### config.mk
export PLATFORM = sky130hd
export DESIGN_NAME = bg_object_array_flat
export DESIGN_NICKNAME = d
export VERILOG_FILES = /design/src/rtl/bg_object_array_if.sv /design/src/rtl/bg_object_array.sv /design/src/flat_wrapper.sv
export SDC_FILE = /design/constraint.sdc
export NUM_CORES = 1
export LEC_CHECK = 0
export CAP_MARGIN = 20
export CORE_MARGIN = 2
export CORE_UTILIZATION = 35
export DETAILED_ROUTE_END_ITERATION = 7
export PLACE_DENSITY = 0.62
export SLEW_MARGIN = 20
export SYNTH_ARGS = -nofsm -noshare
export SYNTH_HDL_FRONTEND = slang
export SYNTH_SLANG_ARGS = --single-unit
### constraint.sdc
create_clock -name clk -period 3.7 [get_ports clk]
set_input_delay 0.555 -clock clk [delete_from_list [all_inputs] [get_ports clk]]
set_output_delay 0.555 -clock clk [all_outputs]
set_load 0.03 [all_outputs]
### src/rtl/bg_object_array_if.sv
// Control and output bundle for the background-object scroller.
// The master side drives game-frame control; the slave side (the scroller)
// returns packed per-slot positions, activity flags and sprite types.
interface bg_object_array_if #(
   parameter int NUM_OBJ = 3,
   parameter int POS_W   = 10,
   parameter int CONV    = 0
);
   logic                              tick;
   logic                              halt;
   logic [2:0]                        speed;
   logic                              spawn_en;
   logic [7:0]                        rng;
   logic [NUM_OBJ*(POS_W-CONV)-1:0]   obj_pos;
   logic [NUM_OBJ-1:0]                obj_active;
   logic [2*NUM_OBJ-1:0]              obj_type;
   logic                              spawn_pulse;

   modport master (
      output tick, halt, speed, spawn_en, rng,
      input  obj_pos, obj_active, obj_type, spawn_pulse
   );

   modport slave (
      input  tick, halt, speed, spawn_en, rng,
      output obj_pos, obj_active, obj_type, spawn_pulse
   );
endinterface

### src/rtl/bg_object_array.sv
// Multi-slot background-decoration scroller. Each slot scrolls left by
// 'speed' on every active tick and despawns at the left edge; free slots are
// refilled just past the right edge with a random offset and sprite type,
// with at least MIN_GAP scrolled pixels between consecutive spawns.
module bg_object_array #(
   parameter int NUM_OBJ  = 3,
   parameter int POS_W    = 10,
   parameter int CONV     = 0,
   parameter int SPAWN_X  = 640,
   parameter int RNG_BITS = 5,
   parameter int MIN_GAP  = 64
) (
   input  logic              clk,
   input  logic              rst_n,
   bg_object_array_if.slave  bus
);
   localparam int OUT_W = POS_W - CONV;
   localparam int GAP_W = $clog2(MIN_GAP + 8);

   // Configuration sanity: the farthest spawn position must fit in POS_W.
   if (SPAWN_X + (1 << RNG_BITS) - 1 >= (1 << POS_W)) begin : g_spawn_range_bad
      $error("bg_object_array: SPAWN_X plus max random offset exceeds POS_W");
   end
   if (NUM_OBJ < 1 || NUM_OBJ > 8) begin : g_num_obj_bad
      $error("bg_object_array: NUM_OBJ must be 1..8");
   end
   if (RNG_BITS < 1 || RNG_BITS > 6) begin : g_rng_bits_bad
      $error("bg_object_array: RNG_BITS must be 1..6");
   end

   logic [POS_W-1:0]     pos_reg  [NUM_OBJ];
   logic [POS_W-1:0]     pos_next [NUM_OBJ];
   logic [NUM_OBJ-1:0]   active_reg, active_next;
   logic [2*NUM_OBJ-1:0] type_reg, type_next;
   logic [GAP_W-1:0]     gap_reg, gap_next;
   logic [GAP_W-1:0]     gap_add, gap_sum;
   logic                 pulse_reg;

   logic                 active_tick;
   logic [POS_W-1:0]     speed_ext;
   logic [POS_W-1:0]     spawn_pos;
   logic [NUM_OBJ-1:0]   free_vec;
   logic [NUM_OBJ-1:0]   spawn_sel;
   logic                 do_spawn;
   logic                 unused_rng;

   assign active_tick = bus.tick & ~bus.halt;
   assign speed_ext   = POS_W'(bus.speed);
   assign spawn_pos   = POS_W'(SPAWN_X) + POS_W'(bus.rng[RNG_BITS+1:2]);
   assign unused_rng  = ^bus.rng;

   // Slots free at the start of the tick; a slot despawning this tick is
   // still marked active here, so it only becomes reusable on the next tick.
   assign free_vec  = ~active_reg;
   assign spawn_sel = free_vec & (~free_vec + NUM_OBJ'(1));

   // Gap including this tick's scroll, saturated. Spawning is judged on this
   // value so that a new object lands exactly MIN_GAP pixels behind the
   // previous one (the spawned object itself does not move on its spawn tick).
   always_comb begin
      gap_add = gap_reg + GAP_W'(bus.speed);
      gap_sum = (gap_add >= GAP_W'(MIN_GAP)) ? GAP_W'(MIN_GAP) : gap_add;
   end

   assign do_spawn = bus.spawn_en & (gap_sum >= GAP_W'(MIN_GAP)) & (|free_vec);
   assign gap_next = do_spawn ? '0 : gap_sum;

   // Per-slot next state: scroll/despawn active slots, fill the chosen free slot.
   always_comb begin
      active_next = active_reg;
      type_next   = type_reg;
      for (int i = 0; i < NUM_OBJ; i++) begin
         pos_next[i] = pos_reg[i];
         if (active_reg[i]) begin
            if (pos_reg[i] <= speed_ext) begin
               active_next[i] = 1'b0;
               pos_next[i]    = '0;
            end else begin
               pos_next[i] = pos_reg[i] - speed_ext;
            end
         end else if (do_spawn && spawn_sel[i]) begin
            active_next[i]      = 1'b1;
            pos_next[i]         = spawn_pos;
            type_next[2*i +: 2] = bus.rng[1:0];
         end
      end
   end

   // State register: advances only on active ticks; pulse marks a spawn tick.
   always_ff @(posedge clk) begin
      if (!rst_n) begin
         for (int i = 0; i < NUM_OBJ; i++) begin
            pos_reg[i] <= '0;
         end
         active_reg <= '0;
         type_reg   <= '0;
         gap_reg    <= GAP_W'(MIN_GAP);
         pulse_reg  <= 1'b0;
      end else if (active_tick) begin
         for (int i = 0; i < NUM_OBJ; i++) begin
            pos_reg[i] <= pos_next[i];
         end
         active_reg <= active_next;
         type_reg   <= type_next;
         gap_reg    <= gap_next;
         pulse_reg  <= do_spawn;
      end else begin
         pulse_reg  <= 1'b0;
      end
   end

   // Output packing: each slot reports its position at reduced resolution.
   for (genvar gi = 0; gi < NUM_OBJ; gi++) begin : g_out
      assign bus.obj_pos[gi*OUT_W +: OUT_W] = pos_reg[gi][POS_W-1:CONV];
   end

   assign bus.obj_active  = active_reg;
   assign bus.obj_type    = type_reg;
   assign bus.spawn_pulse = pulse_reg;
endmodule

### src/flat_wrapper.sv
// flat-port wrapper written by rule: the top's interface ports become plain ports
module bg_object_array_flat 
#(
   parameter int NUM_OBJ  = 3,
   parameter int POS_W    = 10,
   parameter int CONV     = 0,
   parameter int SPAWN_X  = 640,
   parameter int RNG_BITS = 5,
   parameter int MIN_GAP  = 64
)
  (clk, rst_n, bus_tick, bus_halt, bus_speed, bus_spawn_en, bus_rng, bus_obj_pos, bus_obj_active, bus_obj_type, bus_spawn_pulse);
  bg_object_array_if #(.NUM_OBJ(NUM_OBJ), .POS_W(POS_W), .CONV(CONV)) bus_i ();
  input  logic clk;
  input  logic rst_n;
  input wire logic [$bits(bus_i.tick)-1:0] bus_tick;
  input wire logic [$bits(bus_i.halt)-1:0] bus_halt;
  input wire logic [$bits(bus_i.speed)-1:0] bus_speed;
  input wire logic [$bits(bus_i.spawn_en)-1:0] bus_spawn_en;
  input wire logic [$bits(bus_i.rng)-1:0] bus_rng;
  output wire logic [$bits(bus_i.obj_pos)-1:0] bus_obj_pos;
  output wire logic [$bits(bus_i.obj_active)-1:0] bus_obj_active;
  output wire logic [$bits(bus_i.obj_type)-1:0] bus_obj_type;
  output wire logic [$bits(bus_i.spawn_pulse)-1:0] bus_spawn_pulse;
  assign bus_i.tick = bus_tick;
  assign bus_i.halt = bus_halt;
  assign bus_i.speed = bus_speed;
  assign bus_i.spawn_en = bus_spawn_en;
  assign bus_i.rng = bus_rng;
  assign bus_obj_pos = bus_i.obj_pos;
  assign bus_obj_active = bus_i.obj_active;
  assign bus_obj_type = bus_i.obj_type;
  assign bus_spawn_pulse = bus_i.spawn_pulse;
  bg_object_array #(.NUM_OBJ(NUM_OBJ), .POS_W(POS_W), .CONV(CONV), .SPAWN_X(SPAWN_X), .RNG_BITS(RNG_BITS), .MIN_GAP(MIN_GAP)) u_core (.clk(clk), .rst_n(rst_n), .bus(bus_i));
endmodule
==> flow_summary.ini, run 1 <==
[yosys]
syn-num-nets = 323
synthTopCellsByArea = edfxtp_1 (32%), dfxtp_1 (12%), ha_1 (5.3%)
synth_top_area_share_pct = 31.52
ys_async_sr_fraction_pct = 0
synth-seq-cells = 47
postSynthCellCount = 291
avgSynthCellArea_um2 = 9.820
yosysTopAreaCell = edfxtp_1
yosys_warnings = 0
syn_area_um2 = 2858
synth_cell_types = 49
synth_ff_type = edfxtp_1
synth_enable_flop_cells = 30
ys_seq_area_share_pct = 43.43

[timing]
min_period_ps = 2837
worst_pin_slew_ps = 555.5
relSlewSlack_pct = 62.91
final.period_utilization_pct = 76.66
fmax_mhz = 352.5
fin_worst_skew_ps = 11.65
setup_viol = 0
rsz0062_at_grt = no
drv_slew = 0
setup-tns-final_ps = 0
hold_viol_final = 0

[worst_setup_path]
cp_cell_sequence = clkdlybuf4s50_1 > ha_1 > fa_1 > a21oi_1 > or3_1 > nand2_1 > a41o_1
endpoint = u_core.pos_reg[0][14]
startpoint_type = input pin
worstSetupPathType = in -> reg
critical_path.endpoint_type = register
max_stage_delay_ps = 520
timing.critical_path.buf_inv = 1
reg2reg_to = u_core.pos_reg[0][14]
cp-startpoint = bus_speed[0]
rr_startpoint = u_core.gap_reg[0]
cp.required_ps = 3650
r2r_cells = 6
r2r_slack_ps = 1330
cp_max_fo = 10
cp_slowest_cell = clkdlybuf4s50_1
cp_top_family = simple AND/OR/NAND/NOR gates
path_depth = 7
arrival_ps = 2790

[drt]
wl_per_cell_um = 15.33
vias_per_cell = 5.290
first_pass_iters = 4
drt-total-wl_um = 6915
antenna_left = 0
drt-initial-drc-count = 76
vias = 2386
drc_errors = 0

[global_route]
grtUsageMet2_pct = 25.83
grt-busiest-layer = met2
use_met1_pct = 21.42
grt_max_degree = 21
grt_usage_pct = 16.08
antenna_found_initial = 0
grt_pass1_vias = 2312
grt_overflow = 0
grt_pass1_wl_um = 11140
use_met3_pct = 4.789

[floorplanning]
rows = 32
floorplan.initialDensity_pct = 36.60
die_area_um2 = 8904
core_um2 = 7807
die_h_um = 94.36
die_w_um = 94.36
io-pin-count = 56

[placed_design]
globalplace.congestion = 0.8113
place_inst = 443
dp_hpwl_um = 5201
placed_area_um2 = 3533
port_buffers = 54

[clock_network]
cts_buffers = 5
clock_latency_ps = 300
cts_tree = built
cts_root_buffer = clkbuf_8
cts_hold_buf = 0
post-cts-setup-buffer-count = 0
htreeDepth = 2
clk_path_buf_depth = 2
cts_num_sinks = 47
cts-resized-gates = 0
clk_pin_slew_ps = 90

[cells_and_area]
largest_reg_flops = 30
finish.utilization_pct = 46.43
final_cell_area_um2 = 3625
area_growth_pct = 26.84
instances_no_fill = 451
nFillCells = 758
nets = 380
num_antenna_cells = 0
drive_above_1_share_pct = 6.877

[power_and_ir_drop]
leakagePower_nw = 1.367
peakVddDrop_mv = 0.1332
powerDensity_nw_per_um2 = 325.4
finalPower_mw = 1.180

[worst_hold_path]
hold_class = reg -> reg

[flow_run]
cap_viol_max_count = 0

[run_status]
outcome = complete, no violations
## routing by layer
metal  up-vias  part of all wire [%]
met1      1136                    48
met3         5                   6.0
li1       1185                     -
met5         -                     0
met4         0                  0.78
met2        60                    45
## cell usage after synthesis (3+ instances only)
cell type  count
a21o_1         4
xnor2_1       15
o211a_1        3
a211oi_1       4
fa_1           4
a211o_1        4
nor2_1        18
or3_1          6
nand3b_1       3
xor2_1         8
inv_1         15
nor3_1         6
ha_1          12
a21oi_1        7
nor4_1         7
nand3_1       17
o31a_1         3
o21ai_0       27
mux2i_1        6
edfxtp_1      30
clkbuf_1      10
nand2_1       31
dfxtp_1       17
## cells in the final DEF, fill, tap and decap left out, types with 3 or more instances in the layout
master           netlist  routed
nor4_1                 7       7
nor3_1                 6       6
nand2_1               31      31
inv_1                 15      15
o21ai_0               27      27
o211a_1                3       3
fa_1                   4       4
xor2_1                 8       8
a211oi_1               4       4
buf_4                  0       6
ha_1                  12      12
nand3_1               17      17
a21oi_1                7       7
nand3b_1               3       3
edfxtp_1              30      30
mux2i_1                6       6
xnor2_1               15      15
clkbuf_8               0       6
nor2_1                18      18
dfxtp_1               17      17
a21o_1                 4       4
or3_1                  6       6
a211o_1                4       4
o31a_1                 3       3
clkdlybuf4s50_1        0      54
## how the worst min path moves through the flow
stage / from / end / slack [ps] / cells past startpoint
after floorplan: u_core.gap_reg[0] / u_core.gap_reg[0] / 450 / 2
after CTS: u_core.bus.obj_type[0] / u_core.bus.obj_type[0] / 470 / 2
after global routing: u_core.bus.obj_type[4] / u_core.bus.obj_type[4] / 500 / 2
final: u_core.bus.obj_type[0] / u_core.bus.obj_type[0] / 460 / 2
after detailed placement: u_core.bus.obj_type[0] / u_core.bus.obj_type[0] / 450 / 2
after global placement: u_core.bus.obj_type[0] / u_core.bus.obj_type[0] / 450 / 2
## tightest hold or removal path, cell delays in order, from the launching register on
cell and delay, ps:
dfxtp_1 320, nand2_1 50, mux2i_1 50
## through the flow
stage / hold WS (ps) / worst slack [ps]
after global routing: 496.1 / 762.9
final: 464.7 / 863.5
after CTS: 466.0 / 851.6
after detailed placement: 448.6 / 545.0
after floorplan: 448.2 / 922.6
after global placement: 450.3 / 563.9
## cells by family (layout without fill, tap and decap cells)
logic type	Yosys count	count (layout)	share of synthesized area, %
mux	6	6	2.102
simple gates	102	102	17.82
buf+inv	25	83	3.284
flops	47	47	43.43
compound gates	72	72	18.26
xor+xnor	23	23	7.049
fa+ha+maj	16	16	8.056
## cell type report
class                   instances  area, µm²  share of cell area (%)
flip-flops and latches         47       1241                   34.24
clock buffers                   7      86.33                   2.382
well taps                     102      127.6                   3.521
inverters                      15      56.30                   1.553
multi-input cells             219       1523                   42.01
repair buffers                 60      585.6                   16.15
clock inverters                 1      5.005                  0.1381
## power by group
group / internal (mW) / total (mW) / switching (mW)
combinational: 0.108 / 0.247 / 0.140
clock: 0.151 / 0.329 / 0.177
sequential: 0.579 / 0.604 / 0.0252
Note: power is estimated with default switching activity, not from simulation.
==> inputs of run 2 (changes only) <==
- PLACE_DENSITY: 0.62 -> 0.64
- clock period: 3.7 -> 2.4 ns (I/O delays scaled with it)
==> flow_summary.ini, run 2 (synthesized netlist as in run 1, its figures left out) <==
[clock_network]
cts_num_sinks = 47
clock_latency_ps = 300
htreeDepth = 2
cts_buffers = 5
cts_root_buffer = clkbuf_8
clk_pin_slew_ps = 90
cts_tree = built
clk_path_buf_depth = 2

[worst_setup_path]
worstSetupPathType = in -> reg
cp_slowest_cell = clkdlybuf4s50_1
startpoint_type = input pin
cp_top_family = buffers and inverters
cp.required_ps = 2430
cp_cell_sequence = clkdlybuf4s50_1 > buf_4 > fa_2 > a21o_1 > a21oi_2 > o2111ai_2 > o211ai_1 > clkbuf_16
timing.critical_path.buf_inv = 3
critical_path.endpoint_type = register
arrival_ps = 2350
max_stage_delay_ps = 440
cp_max_fo = 5

[timing]
min_period_ps = 2318
final.period_utilization_pct = 96.59
rsz0062_at_grt = no
drv_slew = 0
hold_viol_final = 0
fmax_mhz = 431.4
fin_worst_skew_ps = 3.803
worst_pin_slew_ps = 595.0
relSlewSlack_pct = 60.28
setup_viol = 0

[floorplanning]
core_um2 = 7807
rows = 32
die_h_um = 94.36
floorplan.initialDensity_pct = 36.60
die_w_um = 94.36
io-pin-count = 56
die_area_um2 = 8904

[cells_and_area]
final-seq-area_um2 = 1241
drive_above_1_share_pct = 18.65
instances_no_fill = 488
nets = 417
layout_commonest_cell = clkdlybuf4s50_1
largest_reg_flops = 30
area_growth_pct = 40.06
layout_common_cells = clkdlybuf4s50_1 (53), buf_4 (40), nand2_1 (31), edfxtp_1 (30), o21ai_0 (22)
nFillCells = 742
num_antenna_cells = 0
multi_input_area_um2 = 1584

[drt]
antenna_left = 0
drc_errors = 0
drt-total-wl_um = 7387
first_pass_iters = 4
wl_per_cell_um = 15.14
vias_per_cell = 5.225
drt-initial-drc-count = 114
vias = 2550

[power_and_ir_drop]
leakagePower_nw = 1.566
powerDensity_nw_per_um2 = 474.6
peakVddDrop_mv = 0.1851
finalPower_mw = 1.900

[flow_run]
cap_viol_max_count = 0

[global_route]
antenna_found_initial = 0
grt_pass1_vias = 2422
grt_overflow = 0
grt_pass1_wl_um = 11700
grt_max_degree = 22
grt_usage_pct = 16.95

[placed_design]
globalplace.congestion = 0.8423
port_buffers = 54
place_inst = 477
dp_hpwl_um = 5526

[worst_hold_path]
hold_class = reg -> reg

[run_status]
outcome = complete, no violations
==> run 2: worst paths after layout <==
kind	startpoint	endpoint	slack (ps)	cells after the start
setup reg to reg	u_core.pos_reg[0][24]	u_core.pos_reg[0][24]	230	4
hold / removal	u_core.bus.obj_type[0]	u_core.bus.obj_type[0]	470	2
setup / recovery	bus_speed[1]	u_core.pos_reg[0][24]	80	8
hold reg to reg	u_core.bus.obj_type[0]	u_core.bus.obj_type[0]	470	2
==> run 2: cell type report <==
type,count,area share [%]
Clock buffer,6,2.063
Clock inverter,2,0.2813
Inverter,15,1.407
Multi-Input combinational cell,219,39.57
Sequential cell,47,31.01
Tap cell,102,3.188
Timing Repair Buffer,97,22.48
==> run 2: what timing repair did <==
item / 4_1_cts / 5_1_grt
hold buffers: 0 / 0
gates resized for setup: 5 / 14
pin swaps: 0 / 5
setup endpoints to repair: 18 / 51
buffers inserted: 0 / 2
cloned: 0 / 1
==> run 2: where the power goes <==
group / total [mW] / switching [mW] / internal, mW / leakage [nW]
clock network: 0.513 / 0.282 / 0.231 / 0.0449
logic: 0.454 / 0.234 / 0.220 / 1.07
registers: 0.932 / 0.0406 / 0.892 / 0.449
total: 1.90 / 0.557 / 1.34 / 1.57
==> run 2: worst min-delay path, delay by kind of cell, from the launching register on <==
kind	cells	cell delay [ps]
DFF	1	320
muxes	1	50
and+or+nand+nor	1	50
==> run 2: per-layer routing <==
metal | up-vias | GRT usage, % | routed length (µm)
li1 | 1262 | - | -
met1 | 1211 | 22.84 | 3480
met2 | 73 | 27.74 | 3389
met3 | 4 | 3.831 | 480
met4 | 0 | 4.348 | 36
met5 | - | 0 | 0
==> run 2: per-stage QoR <==
step | hold WS (ps) | TNS (ps) | setup slack (ps) | utilization [%] | cell area (µm²)
floorplan | 448.2 | 0 | 87.70 | - | 2858
CTS | 469.2 | 0 | 3.189 | 50.24 | 3923
global route | 494.3 | 0 | 5.541 | 51.27 | 4003
finish | 466.7 | 0 | 81.93 | 51.27 | 4003
global placement | 451.0 | -19700 | -332.6 | 48.85 | 3814
detailed placement | 452.8 | -21550 | -381.9 | 48.85 | 3814
